<file path="src/rtl/mem_stage_ctrl.sv">
// EX/MEM stage register plus req/ack data-memory port: store lane building, load alignment/extension,
// misalign and timeout traps, registered write-back bundle. Upstream freezes while mem_stall is high.
module mem_stage_ctrl #(
  parameter int ADDR_W  = 32,
  parameter int SIDE_W  = 36,
  parameter int TIMEOUT = 15
) (
  input  logic              clk,
  input  logic              reset,
  input  logic              d_valid,
  input  logic              d_MemWr,
  input  logic              d_MemtoReg,
  input  logic              d_RegWr,
  input  logic              d_loadext,
  input  logic [1:0]        d_Dsize,
  input  logic [31:0]       d_ExecResult,
  input  logic [31:0]       d_BusB,
  input  logic [4:0]        d_Rw,
  input  logic [SIDE_W-1:0] d_side,
  input  logic              flush,
  output logic              mem_stall,
  output logic              dmem_req,
  output logic              dmem_we,
  output logic [ADDR_W-1:0] dmem_addr,
  output logic [3:0]        dmem_be,
  output logic [31:0]       dmem_wdata,
  input  logic              dmem_ack,
  input  logic [31:0]       dmem_rdata,
  output logic              wb_valid,
  output logic              wb_RegWr,
  output logic [4:0]        wb_Rw,
  output logic [31:0]       wb_data,
  output logic [SIDE_W-1:0] wb_side,
  output logic              wb_misalign,
  output logic              wb_buserr
);
  typedef enum logic {IDLE, REQ} state_t;
  localparam logic [7:0] TO_CNT = 8'(TIMEOUT);

  state_t            state, state_nxt;
  logic [7:0]        wait_cnt;
  logic              s_valid, s_memwr, s_memtoreg, s_regwr, s_loadext;
  logic [1:0]        s_dsize;
  logic [31:0]       s_res, s_busb;
  logic [4:0]        s_rw;
  logic [SIDE_W-1:0] s_side;

  logic        d_mem_ok, s_misalign, s_load, in_req, timeout, buserr, retire;
  logic [7:0]  ld_byte;
  logic [15:0] ld_half;
  logic [31:0] load_data, wb_data_nxt;

  function automatic logic is_misaligned(input logic [1:0] size, input logic [1:0] a);
    case (size)
      2'b00:   return 1'b0;
      2'b01:   return a[0];
      2'b11:   return |a;
      default: return 1'b1;
    endcase
  endfunction

  // REQ is entered on the capture edge itself so a zero-wait ack lands in the first cycle.
  assign d_mem_ok   = d_valid & ~flush & (d_MemWr | d_MemtoReg) & ~is_misaligned(d_Dsize, d_ExecResult[1:0]);
  assign s_misalign = s_valid & (s_memwr | s_memtoreg) & is_misaligned(s_dsize, s_res[1:0]);
  assign s_load     = s_memtoreg & ~s_memwr;
  assign in_req     = (state == REQ);
  assign timeout    = in_req & (wait_cnt == TO_CNT);
  assign mem_stall  = in_req & ~dmem_ack & ~timeout;
  assign buserr     = timeout & ~dmem_ack;
  assign retire     = s_valid & ~mem_stall;

  always_comb begin
    state_nxt = state;
    case (state)
      IDLE:    if (d_mem_ok) state_nxt = REQ;
      REQ:     if (dmem_ack || timeout) state_nxt = d_mem_ok ? REQ : IDLE;
      default: state_nxt = IDLE;
    endcase
  end

  always_ff @(posedge clk or posedge reset) begin
    if (reset) begin
      state    <= IDLE;
      wait_cnt <= 8'd0;
    end else begin
      state    <= state_nxt;
      wait_cnt <= mem_stall ? wait_cnt + 8'd1 : 8'd0;
    end
  end

  always_ff @(posedge clk or posedge reset) begin
    if (reset) begin
      s_valid    <= 1'b0;
      s_memwr    <= 1'b0;
      s_memtoreg <= 1'b0;
      s_regwr    <= 1'b0;
      s_loadext  <= 1'b0;
      s_dsize    <= 2'b00;
      s_res      <= 32'd0;
      s_busb     <= 32'd0;
      s_rw       <= 5'd0;
      s_side     <= '0;
    end else if (!mem_stall) begin
      s_valid    <= d_valid & ~flush;
      s_memwr    <= d_MemWr;
      s_memtoreg <= d_MemtoReg;
      s_regwr    <= d_RegWr;
      s_loadext  <= d_loadext;
      s_dsize    <= d_Dsize;
      s_res      <= d_ExecResult;
      s_busb     <= d_BusB;
      s_rw       <= d_Rw;
      s_side     <= d_side;
    end
  end

  always_comb begin
    dmem_req   = 1'b0;
    dmem_we    = 1'b0;
    dmem_addr  = '0;
    dmem_be    = 4'b0000;
    dmem_wdata = 32'd0;
    if (in_req) begin
      dmem_req  = 1'b1;
      dmem_we   = s_memwr;
      dmem_addr = {s_res[ADDR_W-1:2], 2'b00};
      case (s_dsize)
        2'b00: begin
          dmem_be    = 4'b0001 << s_res[1:0];
          dmem_wdata = {4{s_busb[7:0]}};
        end
        2'b01: begin
          dmem_be    = s_res[1] ? 4'b1100 : 4'b0011;
          dmem_wdata = {2{s_busb[15:0]}};
        end
        default: begin
          dmem_be    = 4'b1111;
          dmem_wdata = s_busb;
        end
      endcase
      if (!s_memwr) dmem_wdata = 32'd0;
    end
  end

  always_comb begin
    ld_byte   = dmem_rdata[8*s_res[1:0] +: 8];
    ld_half   = s_res[1] ? dmem_rdata[31:16] : dmem_rdata[15:0];
    case (s_dsize)
      2'b00:   load_data = {{24{s_loadext & ld_byte[7]}}, ld_byte};
      2'b01:   load_data = {{16{s_loadext & ld_half[15]}}, ld_half};
      default: load_data = dmem_rdata;
    endcase
    wb_data_nxt = s_load ? load_data : s_res;
    if (s_misalign || buserr) wb_data_nxt = 32'd0;
  end

  always_ff @(posedge clk or posedge reset) begin
    if (reset) begin
      wb_valid    <= 1'b0;
      wb_RegWr    <= 1'b0;
      wb_Rw       <= 5'd0;
      wb_data     <= 32'd0;
      wb_side     <= '0;
      wb_misalign <= 1'b0;
      wb_buserr   <= 1'b0;
    end else begin
      wb_valid <= retire;
      if (retire) begin
        wb_RegWr    <= s_regwr & ~s_misalign & ~buserr;
        wb_Rw       <= s_rw;
        wb_data     <= wb_data_nxt;
        wb_side     <= s_side;
        wb_misalign <= s_misalign;
        wb_buserr   <= buserr;
      end
    end
  end
endmodule

</file>
<file path="config.mk">
export PLATFORM = sky130hd
export DESIGN_NAME = mem_stage_ctrl
export DESIGN_NICKNAME = d
export VERILOG_FILES = /design/src/rtl/mem_stage_ctrl.sv
export SDC_FILE = /design/constraint.sdc
export NUM_CORES = 1
export LEC_CHECK = 0
export BUFFER_PORTS_ARGS = -buffer_cell sky130_fd_sc_hd__buf_2
export CORE_ASPECT_RATIO = 1.1
export CORE_UTILIZATION = 46
export CTS_CLUSTER_SIZE = 40
export DETAILED_ROUTE_END_ITERATION = 8
export PLACE_DENSITY = 0.86
export SYNTH_ARGS = -nofsm -noshare
export SYNTH_HDL_FRONTEND = slang
export SYNTH_SLANG_ARGS = --single-unit
export TNS_END_PERCENT = 10
</file>
<file path="constraint.sdc">
create_clock -name clk -period 5.4 [get_ports clk]
set_input_delay 0.27 -clock clk [delete_from_list [all_inputs] [get_ports clk]]
set_output_delay 0.27 -clock clk [all_outputs]
set_load 0.01 [all_outputs]
</file>
# Word-level counts from Yosys, hierarchy flattened
# Index checks and enable logic that the tools add are counted.
# totals
inputBits,148
regBits,198
out_inout_bits,148
word_cells,78
# classes
eq_ne,5
addsub,1
bitwise_logic,26
n_mux,19
n_reduce_logical,6
n_shift,2
# ops
op,n
$mux 32,5
$pmux 32 s2,2
$shiftx 32x6->8,1
$mux 16,1
$and 1x1->1,15
$not 1->1,9
$add 8x1->8 const B,1
$eq 8x4->1 const B,1
$mux 4,2
$mux 8,1
$pmux 4 s2,1
$pmux 1 s3,2
$eq 2x1->1 const B,2
$eq 2x2->1 const B,2
$logic_not 2->1,2
$mux 1,4
$reduce_or 2->1,2
$shl 1x2->4 const A,1
$logic_or 1x1->1,2
$or 1x1->1,2
$pmux 1 s2,1

# Longest topological paths before layout
# Gate-level depths: netlist of the first run.
# depth
depth_word,7
mapped_depth,10
ltp_nobuf,6

# Least setup slack after synthesis of the first run
# No wires, ideal clock.
# synth_path
path_kind,reg-to-reg
from,register wait_cnt[0]
to,register wb_side[0]
setup_ps,125
slack_ps,3359
n_path_buf,4
path_stages_with_launch,10
required_time_ps,5275
period_less_slack_ps,2041
arrival_time_ps,1916
cell_sequence,dfrtp_1 -> ha_1 -> and3_1 -> clkbuf_1 -> a31o_1 -> buf_4 -> nand2_2 -> buf_6 -> buf_6 -> mux2_2
# synth_between
elab_chain_cells,6
# synth_lines
element,line,rtl
start: declaration,41,logic [7:0] wait_cnt;
start signal: assignment,87,wait_cnt <= mem_stall ? wait_cnt + 8'd1 : 8'd0;
$eq 8x4->1,67,assign timeout = in_req & (wait_cnt == TO_CNT);
$and 1x1->1,67,
$not 1->1,68,assign mem_stall = in_req & ~dmem_ack & ~timeout;
$and 1x1->1,68,
$not 1->1,70,assign retire = s_valid & ~mem_stall;
$and 1x1->1,70,
end signal: assignment,172,wb_side <= s_side;
end: declaration,33,"output logic [SIDE_W-1:0] wb_side,"
# Every way passes these cells.
# A chain may end at the register's enable or synchronous reset.

# Worst setup path after layout of the first run
# layout_path
from,register wait_cnt[0]
to,register wb_Rw[1]
# layout_between
elab_chain_cells,6
# layout_lines
element,line,rtl
$eq 8x4->1,67,
$and 1x1->1,67,
$not 1->1,68,
$and 1x1->1,68,
$not 1->1,70,
$and 1x1->1,70,
end signal: assignment,170,wb_Rw <= s_rw;
end: declaration,31,"output logic [4:0] wb_Rw,"
# Every way passes these cells.

==> results of run 1 <==
-- cells by family (layout without fill, tap and decap cells) --
family | after synthesis | count (layout) | synth area share
and+or+nand+nor | 487 | 487 | 0.222
adders and majority gates | 1 | 1 | 0.00135
buffers and inverters | 84 | 344 | 0.0414
xor gates and xnor gates | 5 | 5 | 0.00474
DFF | 198 | 198 | 0.536
other | 1 | 4 | 0.000406
AOI/OAI and AO/OA | 147 | 147 | 0.112
muxes | 68 | 68 | 0.0823
-- how the worst max path moves through the flow --
stage                    end  cells past startpoint
detailed placement  wb_Rw[1]                      7
global placement    wb_Rw[1]                      7
floorplan             in_req                      1
CTS                 wb_Rw[1]                      7
global route        wb_Rw[4]                      7
finish              wb_Rw[1]                      7
-- power groups by stage --
stage	clock network (mW)	logic (mW)	registers, mW
global placement	0	0.767	1.85
detailed placement	0	0.788	1.86
finish	1.33	0.787	1.83
CTS	1.35	0.792	1.83
global route	1.41	0.868	1.85
floorplan	0	0.412	1.88
-- routing by layer --
layer	wire, um	vias up	part of all wire	track usage
li1	-	3810	-	-
met1	10900	3929	0.42	0.330
met2	12600	377	0.48	0.413
met3	1800	49	0.069	0.0451
met4	713	2	0.027	0.104
met5	8	-	0.00031	0
-- flip-flops by register name, summed over array words and instances (netlist names) --
register     cells
in_req           1
wb_side         36
s_rw             5
wb_valid         1
wb_RegWr         1
wb_buserr        1
wb_data         32
s_dsize          2
s_loadext        1
s_regwr          1
wb_Rw            5
wb_misalign      1
s_memtoreg       1
s_memwr          1
s_res           32
s_busb          32
wait_cnt         8
s_side          36
s_valid          1
-- worst reg2reg max path, delay by kind of cell, from the launching register on --
kind	cells	cell delay (ns)
AOI/OAI and AO/OA	1	0.62
adders and majority gates	1	0.19
buffers and inverters	2	1.06
DFF	1	0.38
muxes	1	0.42
and+or+nand+nor	2	0.63
-- through the flow --
| step | power (mW) | hold WS (ns) | instances | cell area [um2] |
|---|---|---|---|---|
| 2_1_floorplan | 2.29 | 0.382 | 992 | 9250 |
| 3_3_place_gp | 2.62 | 0.395 | 1471 | 10800 |
| 3_5_place_dp | 2.65 | 0.421 | 1471 | 10800 |
| 4_1_cts | 3.97 | 0.00816 | 1504 | 11400 |
| 5_1_grt | 4.14 | 0.0113 | 1505 | 11400 |
| 6_report | 3.95 | 0.0254 | 1506 | 11400 |
-- synth_stat cells (2+ instances only) --
cell type,instances,area (um2)
nor2b_1,4,25.0
xnor2_1,3,26.3
nor2_1,42,158
a221oi_1,9,78.8
a22o_1,17,149
a32o_1,4,40.0
buf_4,3,22.5
inv_1,8,30.0
o21ai_0,49,245
a31oi_1,2,12.5
or2_2,3,18.8
clkbuf_1,42,158
mux2_2,44,495
nand4_1,4,25.0
buf_6,5,56.3
or3_1,17,106
o211ai_1,6,45.0
nand2b_1,8,50.1
a32oi_1,3,26.3
buf_2,15,75.1
dfrtp_1,198,4950
and2_1,32,200
mux4_2,2,45.0
buf_1,10,37.5
xor2_1,2,17.5
nand3_1,2,10.0
o41ai_1,24,210
mux2i_1,22,220
nand2_1,361,1360
and3_1,9,56.3
a21oi_1,19,95.1
a21o_1,5,37.5
-- cells in the final DEF, fill, tap and decap left out, types with 3 or more instances in the layout --
cell,synthesis,final
nand2_1,361,361
buf_2,15,293
dfrtp_1,198,197
o21ai_0,49,49
mux2_2,44,44
nor2_1,42,42
and2_1,32,32
o41ai_1,24,24
mux2i_1,22,22
a21oi_1,19,19
a22o_1,17,17
or3_1,17,17
clkbuf_16,0,17
and3_1,9,9
a221oi_1,9,9
nand2b_1,8,8
buf_4,3,8
inv_1,8,7
o211ai_1,6,6
a21o_1,5,5
inv_8,0,5
a32o_1,4,4
nand4_1,4,4
nor2b_1,4,3
a32oi_1,3,3
or2_2,3,3
xnor2_1,3,3
clkinvlp_4,0,3
-- repair_timing --
action,in CTS,in global routing
hold buffers,1,0
endpoints found under the setup margin,0,0
endpoints found under the hold margin,30,0
-- area by class of cell --
class | instances | area share
Sequential cell | 198 | 0.434
Multi-Input combinational cell | 710 | 0.344
Timing Repair Buffer | 303 | 0.136
Clock buffer | 17 | 0.0373
Tap cell | 252 | 0.0276
Clock inverter | 15 | 0.0168
Inverter | 9 | 0.00351
Antenna cell | 2 | 0.000439
==> summary.md, run 1 <==
| Metric | Value |
|---|---|
| Post-DP HPWL | roughly 18000 um |
| Final Max Slew Viols | 0 |
| I/O Pins | a little under 300 |
| Worst clock skew | ~0.01 ns |
| Final period util | 0.631 |
| Post-DRT Antenna Nets | 0 |
| Netlist Area Pre-Place | approximately 9000 um2 |
| CTS buffer count | 17 |
| Die Width | approximately 140 um |
| Share of power burned in registers | 0.464 |
| Largest net degree at the start of global routing | 97 |
| TritonCTS clock tree | done |
| Worst Setup SP | wait_cnt[0] |
| All-layer global routing usage | 0.253 |
| Net Sw Frac | 0.306 |
| RSZ-0062 raised after global routing | false |
| Final TNS setup | 0 ns |
| DP Worst Slack | ~2.0 ns |
| Hold path depth | 3 |
| Worst-Skew Late Latency | about 0.43 ns |
| Core area | ~20000 um2 |
| Post-CTS setup buffers | 0 |
| Status | completed |
| Power Internal | ~2.7 mW |
| Post-synth EDFFs | 0 |
| Crit path DAT | 3.73 ns |
| Reg2reg end | wb_Rw[1] |
| Top delay family on crit path | buffers and inverters |
| Leakage power | roughly 6.0 nW |
| Rows | between 50 and 60 |
| First-pass detailed-route iteration total | 5 |
| Sequential Area | 4960 um2 |
| Maximum vdd drop | 221 uV |
| Synth async-reset ratio | 1.00 |
| WS Path Type | flip-flop to flip-flop |
| Critical Path RT | between 5 and 6 ns |
| WL final | ~26000 um |
| Die Y | 151 um |
| Slowest stage delay, CP | 0.64 ns |
| Worst path bufs/invs | 2 |
| Slew margin rel. | 0.253 |
| H-tree depth | 4 |
| Flop2flop setup slack | between 1.5 and 2 ns |
| Post-synthesis sequential area ratio | 0.536 |
| Primary FF master, synth | dfrtp_1 |
| Crit end category | flip-flop |
| Clk buf depth | 2 |
| Multi-input gate area | approximately 3900 um2 |
| Pwr/cell area | approximately 350 nW/um2 |
| Synth unique cells | 49 |
| RePlAce Congestion | around 0.88 |
| Yosys warnings | 0 |
| Grt total ovfl | 0 |
| Worst setup margin | 1.99 ns |
| Routed wire length per instance | 17.3 um |
| Seq cells post-synth | slightly below 200 |
| CTS Sinks | approximately 200 |
| R2r startpoint | wait_cnt[0] |
| Die area | between 20000 and 25000 um2 |
| Power share of the clock group | 0.336 |
| Combinational group share of total power | 0.199 |
| Layout area overhead | 23.4% |
| Hold endpoint | s_busb[16] |
| Fraction of layout cells with a size suffix above 1 | 0.314 |
| Crit path max fanout | 52 |
| Peak Freq | 293 MHz |
| Clock transition at path regs | 0.08 ns |
| Fillers | ~1800 |
| Number of global-route vias before repair | about 7600 |
| Max-cap viol count | 0 |
| Vias post-DR | about 8200 |
| Post-CTS Resized | 0 |
| Antenna violations before repair | 3 |
| Slowest CP cell | inv_1 |
| P_sw | 1.21 mW |
| Syn Inst Count | 991 |
| Tmin final | around 3.4 ns |
| Crit-path cells | ha_1 -> and3_1 -> a31o_4 -> nand2_2 -> buf_4 -> inv_1 -> mux2_2 |
| Crit start category | flip-flop |
| Syn Area/Cell | between 9 and 10 um2 |
| Via density | between 5 and 6 |
| Worst slew pin tran | around 1.1 ns |
| DRC Markers | 0 |
| DRT iter0 DRCs | about 520 |
| Final nets | 1388 |
| Initial Util | 0.467 |
| PortBufs | ~300 |
| Final hold vios | 0 |
| Hold_sp | d_BusB[16] |
| Min-delay worst type | primary input to flip-flop |
| First-pass GRT wire length | 39900 um |
| Clock Tree Root | clkbuf_16 |
| R2R cell count | 7 |
| Final Setup Violations | 0 |
| Core Util, Final | 0.577 |
Note: power is estimated with default switching activity, not from simulation.
==> inputs of run 2 (changes only) <==
clock period = 2.9 ns   (was 5.4 ns; I/O delays follow)
==> run 2 against run 1 <==
  * Cell count grew 8.3%
  * Flip-flop and latch count unchanged
  * Count of clock-buffer cells in the layout did not move
  * Non-clock buffer count rose by 122
  * Cell area rose by 11%
  * Register-to-register slack got worse by 1.4 ns
  * Clock skew rose by 0.0052 ns
  * Total power rose by 89%
  * Die area unchanged
  * Setup slack worse by 1.5 ns
  * Hold slack better by 0.0097 ns
  * Largest power group unchanged
  * Highest routed layer is now met4
==> summary.md, run 2 (synthesis results as in run 1) <==
| Metric | Value |
|---|---|
| Status | completed (unchanged) |
| Most frequent cells in the layout | nand2_1, buf_2, dfrtp_1, dlygate4sd3_1, o21ai_0 (was nand2_1, buf_2, dfrtp_1, o21ai_0, mux2_2) |
| Leakage power | 6.50 nW (was 5.97 nW) |
| Slowest CP cell | nand2_1 (was inv_1) |
| TritonCTS clock tree | done (unchanged) |
| WL final | 28800 um (was 26000 um) |
| Maximum vdd drop | 402 uV (was 221 uV) |
| H-tree depth | 4 (unchanged) |
| RePlAce Congestion | 0.894 (was 0.881) |
| Peak Freq | slightly above 400 MHz |
| Post-Place Cell Area | 10900 um2 (was 10800 um2) |
| Final Max Slew Viols | 0 (unchanged) |
| Tmin final | about 2.4 ns |
| Antenna violations before repair | 2 (was 3) |
| Core area | 19800 um2 (unchanged) |
| Grt total ovfl | 0 (unchanged) |
| Clock transition at path regs | 0.08 ns (about the same) |
| DRC Markers | 0 (unchanged) |
| RSZ-0062 raised after global routing | false (unchanged) |
| Clk buf depth | 2 (unchanged) |
| Most common cell after layout, fill and taps aside | nand2_1 (unchanged) |
| First-pass detailed-route iteration total | 5 (unchanged) |
| Core Util, Final | 0.639 (was 0.577) |
| Die Width | 137 um (unchanged) |
| Worst Hold Slack | 0.0350 ns (was 0.0254 ns) |
| Die Y | 151 um (unchanged) |
| CTS buffer count | 17 (unchanged) |
| Hold path depth | 3 (unchanged) |
| Crit path depth | 4 (was 7) |
| Layout area overhead | 36.8% (was 23.4%) |
| Pwr/cell area | 590 nW/um2 (was 346 nW/um2) |
| CTS Sinks | 198 (unchanged) |
| Worst path bufs/invs | 2 (unchanged) |
| Final period util | 0.843 |
| Rows | 54 (unchanged) |
| Slew margin rel. | 0.197 (was 0.253) |
| Worst clock skew | 0.0149 ns (was 0.00974 ns) |
| Fraction of layout cells with a size suffix above 1 | 0.296 (was 0.314) |
| Top delay family on crit path | simple AND/OR/NAND/NOR gates (was buffers and inverters) |
| Placed insts | 1485 (was 1471) |
| Worst-Skew Late Latency | 0.43 ns (about the same) |
| Largest net degree at the start of global routing | 90 (was 97) |
| All-layer global routing usage | 0.281 (was 0.253) |
| Min-delay worst type | primary input to flip-flop (unchanged) |
| Number of global-route vias before repair | 8502 (was 7636) |
| Initial Util | 0.467 (unchanged) |
| Critical Path RT | 2.76 ns (was 5.72 ns) |
| WS Path Type | flip-flop to primary output (was flip-flop to flip-flop) |
| Slowest stage delay, CP | 0.54 ns (was 0.64 ns) |
| Crit end category | primary output (was flip-flop) |
| Max-cap viol count | 0 (unchanged) |
| Worst Setup SP | in_req (was wait_cnt[0]) |
| Final TNS setup | 0 ns (unchanged) |
| Biggest regs | s_side x36, wb_side x36 (unchanged) |
| Final Setup Violations | 0 (unchanged) |
| First-pass GRT wire length | 44200 um (was 39900 um) |
| R2R cell count | 4 (was 7) |
| Design area | 12700 um2 (was 11400 um2) |
| R2r startpoint | s_dsize[0] (was wait_cnt[0]) |
| Post-DP HPWL | 19000 um (was 18300 um) |
| Final instance count without filler cells | 1631 (was 1506) |
| Die area | 20700 um2 (unchanged) |
| Fillers | 1518 (was 1757) |
| DRT iter0 DRCs | 811 (was 522) |
| Final nets | 1510 (was 1388) |
| Crit-path cells | buf_4 -> nand2_1 -> a21oi_1 -> buf_2 (was ha_1 -> and3_1 -> a31o_4 -> nand2_2 -> buf_4 -> inv_1 -> mux2_2) |
| Post-DRT Antenna Nets | 0 (unchanged) |
| Vias post-DR | 8803 (was 8167) |
| I/O Pins | 296 (unchanged) |
| Crit path DAT | 2.30 ns (was 3.73 ns) |
| Clock Tree Root | clkbuf_16 (unchanged) |
| Via density | 5.40 (was 5.42) |
| Crit start category | flip-flop (unchanged) |
| Hold_sp | d_ExecResult[1] (was d_BusB[16]) |
| Final hold vios | 0 (unchanged) |
| Crit path max fanout | 25 (was 52) |
| Routed wire length per instance | 17.7 um (was 17.3 um) |
| Worst slew pin tran | 1.20 ns (was 1.11 ns) |
| PortBufs | 293 (unchanged) |
==> run 2: through the flow <==
stage                     power [mW]  setup WS (ns)
after CTS                       7.49          0.451
after global routing            7.82          0.266
after detailed placement        4.96          0.651
final                           7.47          0.454
after floorplan                 4.27          0.195
after global placement          4.91          0.716
==> run 2: report_power, final <==
| group | leakage, nW | switching, mW | internal, mW |
|---|---|---|---|
| Clock | 0.296 | 1.18 | 1.24 |
| Sequential | 2.38 | 0.265 | 3.14 |
| Combinational | 3.83 | 0.878 | 0.763 |
==> run 2: worst paths after layout <==
path	endpoint	slack [ns]
hold reg to reg	s_side[8]	0.46
setup reg to reg	wb_data[25]	0.63
max in group asynchronous	wb_data[8]	1.94
hold / removal	s_res[1]	0.04
setup / recovery	dmem_wdata[15]	0.45
min in group asynchronous	s_side[5]	0.20
==> run 2: worst reg2reg max path, stage by stage, from the launching register on <==
cell and delay [ns]:
dfrtp_1 0.43, or2_2 0.30, mux4_2 0.51, a311oi_4 0.72, o41ai_1 0.18
==> run 2: layout make-up <==
cell class | count | area, um2 | area share
Inverter | 9 | 40.0 | 0.00316
Timing Repair Buffer | 425 | 2790 | 0.221
Tap cell | 252 | 315 | 0.0249
Multi-Input combinational cell | 710 | 3920 | 0.310
Clock inverter | 15 | 188 | 0.0148
Antenna cell | 5 | 12.5 | 0.000989
Clock buffer | 17 | 425 | 0.0336
Sequential cell | 198 | 4960 | 0.392
==> run 2: what timing repair did <==
action / in CTS / in global routing
setup buffers: 0 / 0
hold endpoints to repair: 126 / 0
hold buffers: 109 / 0
endpoints found under the setup margin: 0 / 0
resized for setup: 0 / 0
==> run 2: metal layers <==
metal,up-vias,share of wire,global-route usage,wire length (um)
li1,4049,-,-,-
met1,4210,0.39,0.349,11300
met2,461,0.50,0.468,14400
met3,83,0.067,0.0498,1940
met4,0,0.041,0.140,1170
met5,-,0,0,0
